<file path="src/rtl/rot_arbiter.sv">
// rtl/rot_arbiter.sv - round-robin shared barrel rotator, 2-stage pipeline
// Grants one requester per cycle into an operand stage, then rotates into a result stage.
module rot_arbiter #(
  parameter int N      = 256,
  parameter int LOG2_N = 8,
  parameter int NREQ   = 4,
  parameter int ID_W   = 2
) (
  input  logic                   clk,
  input  logic                   rst,
  input  logic [0:NREQ-1]        req_valid,
  output logic [0:NREQ-1]        req_ready,
  input  logic [0:NREQ*N-1]      req_bits,
  input  logic [0:NREQ*LOG2_N-1] req_k,
  output logic                   resp_valid,
  input  logic                   resp_ready,
  output logic [0:N-1]           resp_bits,
  output logic [0:ID_W-1]        resp_id
);

  logic              r_s1_v;
  logic [0:N-1]      r_s1_bits;
  logic [0:LOG2_N-1] r_s1_k;
  logic [ID_W-1:0]   r_s1_id;
  logic              r_s2_v;
  logic [0:N-1]      r_s2_bits;
  logic [ID_W-1:0]   r_s2_id;
  logic [ID_W-1:0]   r_ptr;

  logic              w_adv2;
  logic              w_s2_free;
  logic              w_adv1;
  logic              w_s1_free;
  logic              w_found;
  logic [ID_W-1:0]   w_gnt;
  logic              w_acc;
  logic [0:N-1]      w_rot;
  logic [0:N-1]      w_tmp;

  assign w_adv2    = r_s2_v & resp_ready;
  assign w_s2_free = ~r_s2_v | w_adv2;
  assign w_adv1    = r_s1_v & w_s2_free;
  assign w_s1_free = ~r_s1_v | w_adv1;

  // First valid requester at or after ptr, wrapping modulo NREQ.
  always_comb begin
    w_found = 1'b0;
    w_gnt   = '0;
    for (int off = 0; off < NREQ; off++) begin
      if (!w_found && req_valid[(int'(r_ptr) + off) % NREQ]) begin
        w_found = 1'b1;
        w_gnt   = ID_W'((int'(r_ptr) + off) % NREQ);
      end
    end
  end

  // Reset gating keeps req_ready low while rst is held, even though s1 reads as free.
  assign w_acc = w_found & w_s1_free & ~rst;

  always_comb begin
    req_ready = '0;
    for (int i = 0; i < NREQ; i++) begin
      req_ready[i] = w_acc && (w_gnt == ID_W'(i));
    end
  end

  // Layer s moves content up by N>>(s+1) positions when k[s] is set (k[0] is the MSB).
  always_comb begin
    w_rot = r_s1_bits;
    w_tmp = '0;
    for (int s = 0; s < LOG2_N; s++) begin
      w_tmp = w_rot;
      if (r_s1_k[s]) begin
        for (int j = 0; j < N; j++) begin
          w_tmp[j] = w_rot[(j + N - (N >> (s + 1))) % N];
        end
      end
      w_rot = w_tmp;
    end
  end

  always_ff @(posedge clk or posedge rst) begin
    if (rst) begin
      r_s1_v    <= 1'b0;
      r_s1_bits <= '0;
      r_s1_k    <= '0;
      r_s1_id   <= '0;
      r_s2_v    <= 1'b0;
      r_s2_bits <= '0;
      r_s2_id   <= '0;
      r_ptr     <= '0;
    end else begin
      if (w_acc) begin
        r_s1_v    <= 1'b1;
        r_s1_bits <= req_bits[int'(w_gnt) * N +: N];
        r_s1_k    <= req_k[int'(w_gnt) * LOG2_N +: LOG2_N];
        r_s1_id   <= w_gnt;
        r_ptr     <= (w_gnt == ID_W'(NREQ - 1)) ? '0 : w_gnt + 1'b1;
      end else if (w_adv1) begin
        r_s1_v <= 1'b0;
      end
      if (w_adv1) begin
        r_s2_v    <= 1'b1;
        r_s2_bits <= w_rot;
        r_s2_id   <= r_s1_id;
      end else if (w_adv2) begin
        r_s2_v <= 1'b0;
      end
    end
  end

  assign resp_valid = r_s2_v;
  assign resp_bits  = r_s2_bits;
  assign resp_id    = r_s2_id;

endmodule
</file>
<file path="config.mk">
export PLATFORM = sky130hd
export DESIGN_NAME = rot_arbiter
export DESIGN_NICKNAME = d
export VERILOG_FILES = /design/src/rtl/rot_arbiter.sv
export SDC_FILE = /design/constraint.sdc
export NUM_CORES = 2
export LEC_CHECK = 0
export CORE_AREA = 2 2 516 518
export CTS_CLUSTER_SIZE = 12
export DETAILED_ROUTE_END_ITERATION = 7
export DIE_AREA = 0 0 518 520
export PLACE_DENSITY = 0.43
export SKIP_LAST_GASP = 1
export SYNTH_ARGS = -nofsm -noshare
export SYNTH_HDL_FRONTEND = slang
export SYNTH_SLANG_ARGS = --single-unit
</file>
<file path="constraint.sdc">
create_clock -name clk -period 25.2 [get_ports clk]
set_input_delay 5.04 -clock clk [delete_from_list [all_inputs] [get_ports clk]]
set_output_delay 5.04 -clock clk [all_outputs]
set_load 0.1 [all_outputs]
</file>
==> flow_summary.toml <==
[synthesis]
yosys_warnings = 0
ys_seq_elements = 528
yosysSeqAreaShare = 0.254
synth.top_cell.area_share = 0.333
synth_area_per_cell_um2 = 10.7
yosysTopAreaCell = "mux4_2"
ys_types = 25
synth_area_um2 = 52000
synth_nets = 5923
netlist_instances = 4859
synth_area_leaders = "mux4_2 33%, dfrtp_1 25%, a211oi_1 15%, mux2i_1 4.9%, o221ai_1 4.3%"

[layout]
syn_to_final_growth_pct = 34.8
n_fill_cell = 28000
drive_gt1_frac = 0.218
fin_nets = 6775
multiInputGateArea_um2 = 34300
regArea_um2 = 13200

[route]
first_pass_iters = 5
vias_per_cell = 5.66
finalWirelength_mm = 380
drt-initial-drc-count = 5893
dr_total_vias = 53100
route.antenna.remaining_nets = 0
routedWlPerCell_um = 40.5
drc = 0

[worst_setup_path]
crit_type = "in -> out"
reg2reg_slack_ns = 19.28
r2r_cells = 7
crit_start = "req_valid[1]"
r2r_end = "resp_bits[166]"
crit_path_end = "req_ready[3]"
startpoint_type = "input pin"
required_ns = 20.16
cp_data_arrival_time_ns = 9.68
r2r_start = "r_s1_k[5]"
end_kind = "output pin"
critPathMaxFanout = 146

[clock_network]
numCtsBuffers = 76
ctsLongestPathBuffers = 3
cts.repair.resized = 0
root_buffer = "clkbuf_16"
cts_hold_buf = 0
cts_sinks = 528
post-cts-setup-buffers = 0
tritoncts = "built"
htreeDepth = 3
clk_pin_slew_ns = 0.05
clk_latency_ns = 0.73

[worst_hold_path]
hp-class = "reg -> reg"
min_path_cells = 2

[sta]
fin_crit_sh = 0.584
rsz0062_at_grt = "false"
setup_viol = 0
period_needed_ns = 14.72
slew_violations = 0
slew_headroom = 0.126
hold_viol_final = 0
fmax_mhz = 67.9
finClkSkew_ns = 0.0337
finalSetupTns_ns = 0
whs_ns = 0.476
worstMarginPinSlew_ns = 1.30

[grt]
grt.total_usage = 0.272
grt_pass1_wl_mm = 493
grt_antenna_before_repair = 194
grt_overflow = 0
grt_pass1_vias = 50900
grt_max_degree = 164

[pwr]
vdd_drop_max_mv = 0.132
powerDensity_nw_per_um2 = 176
power_leakage_nw = 26.2

[place]
hpwl_mm = 318
io_buffers = 1325
globalplace.congestion = 0.981

[floorplan]
core-area_um2 = 264000
io_pins = 1326
rows = 189
die_x_um = 518
die-area_um2 = 269000
start_util = 0.197
chipHeight_um = 520

[run]
drv_cap = 0

[outcome]
status = "finished, final reports clean"
==> state kept, by name, summed over array words and instances, names as in the netlist <==
name / cells
r_ptr: 2
r_s1_bits: 256
r_s1_v: 1
r_s1_k: 8
resp_id: 2
r_s1_id: 2
resp_bits: 256
resp_valid: 1
==> per-stage QoR <==
stage	utilization	setup WS, ns	total power [mW]	std cells	area [µm²]
final	0.266	10.48	12.3	9378	70100
after global routing	0.265	10.44	12.7	9341	70000
after CTS	0.265	10.61	12.2	9304	69900
after detailed placement	0.255	10.61	11.0	9166	67300
after global placement	0.255	10.60	11.0	9166	67300
after floorplan	-	5.41	7.42	4859	52000
==> worst min-delay path by stage <==
stage	from	end	slack (ns)
after floorplan	r_s1_id[1]	resp_id[0]	0.44
after global placement	r_s1_id[1]	resp_id[0]	0.45
after detailed placement	r_s1_id[1]	resp_id[0]	0.47
after CTS	r_s1_id[1]	resp_id[0]	0.48
after global routing	resp_bits[197]	resp_bits[197]	0.50
final	r_s1_id[1]	resp_id[0]	0.48
==> critical path, cell delays in order <==
cell and delay (ns):
clkdlybuf4s50_1 0.57, mux2i_1 0.16, a211oi_4 0.30, buf_12 0.65
inv_8 0.39, nor3_1 1.13, clkdlybuf4s50_1 1.32
==> logic make-up after synthesis <==
logic type                 synth area share
DFF                                   0.254
muxes                                 0.382
buffers and inverters                0.0886
and+or+nand+nor                      0.0399
adders and majority gates          0.000241
AOI/OAI and AO/OA                     0.235
==> Yosys cell counts <==
cell type	count
a211oi_1	1057
mux4_2	768
inv_1	533
nand2_1	532
dfrtp_1	528
clkbuf_1	507
o31ai_1	264
mux2i_1	257
o221ai_1	256
buf_1	72
buf_2	35
buf_6	22
a21oi_1	4
nand2b_1	4
inv_2	3
nor2_1	3
nor3_1	3
o21ai_0	3
a21o_1	2
and2_1	1
and3_1	1
ha_1	1
nand3b_1	1
nor4_1	1
o21ai_1	1
==> area by class of cell <==
class | count | share of cell area
Inverter | 536 | 0.0290
Clock buffer | 108 | 0.0315
Multi-Input combinational cell | 3159 | 0.489
Tap cell | 3533 | 0.0631
Clock inverter | 30 | 0.00477
Antenna cell | 74 | 0.00264
Timing Repair Buffer | 1410 | 0.191
Sequential cell | 528 | 0.189
==> report_power, final <==
part	switching, mW	internal [mW]
sequential	0.782	1.20
combinational	5.98	3.22
clock	0.462	0.663
==> per-layer routing <==
metal,share of wire,global-route usage,up-vias,wire length [µm]
met5,0.0017,0,-,658
li1,-,-,21400,-
met4,0.043,0.104,104,16200
met3,0.083,0.0686,599,31600
met1,0.41,0.350,27900,156000
met2,0.46,0.436,3111,176000
==> placed cells by master, fill, tap and decap left out, types with 10 or more instances in the layout <==
master / instances
buf_4: 334
a211oi_1: 1050
clkbuf_8: 14
diode_2: 74
inv_1: 532
clkinv_2: 13
nand2_1: 529
o221ai_1: 256
o31ai_1: 264
buf_12: 10
clkdlybuf4s50_1: 1066
mux2i_1: 257
dfrtp_1: 521
clkbuf_16: 78
clkbuf_1: 16
mux4_2: 768
No activity file was read; power rests on OpenSTA's default activity.
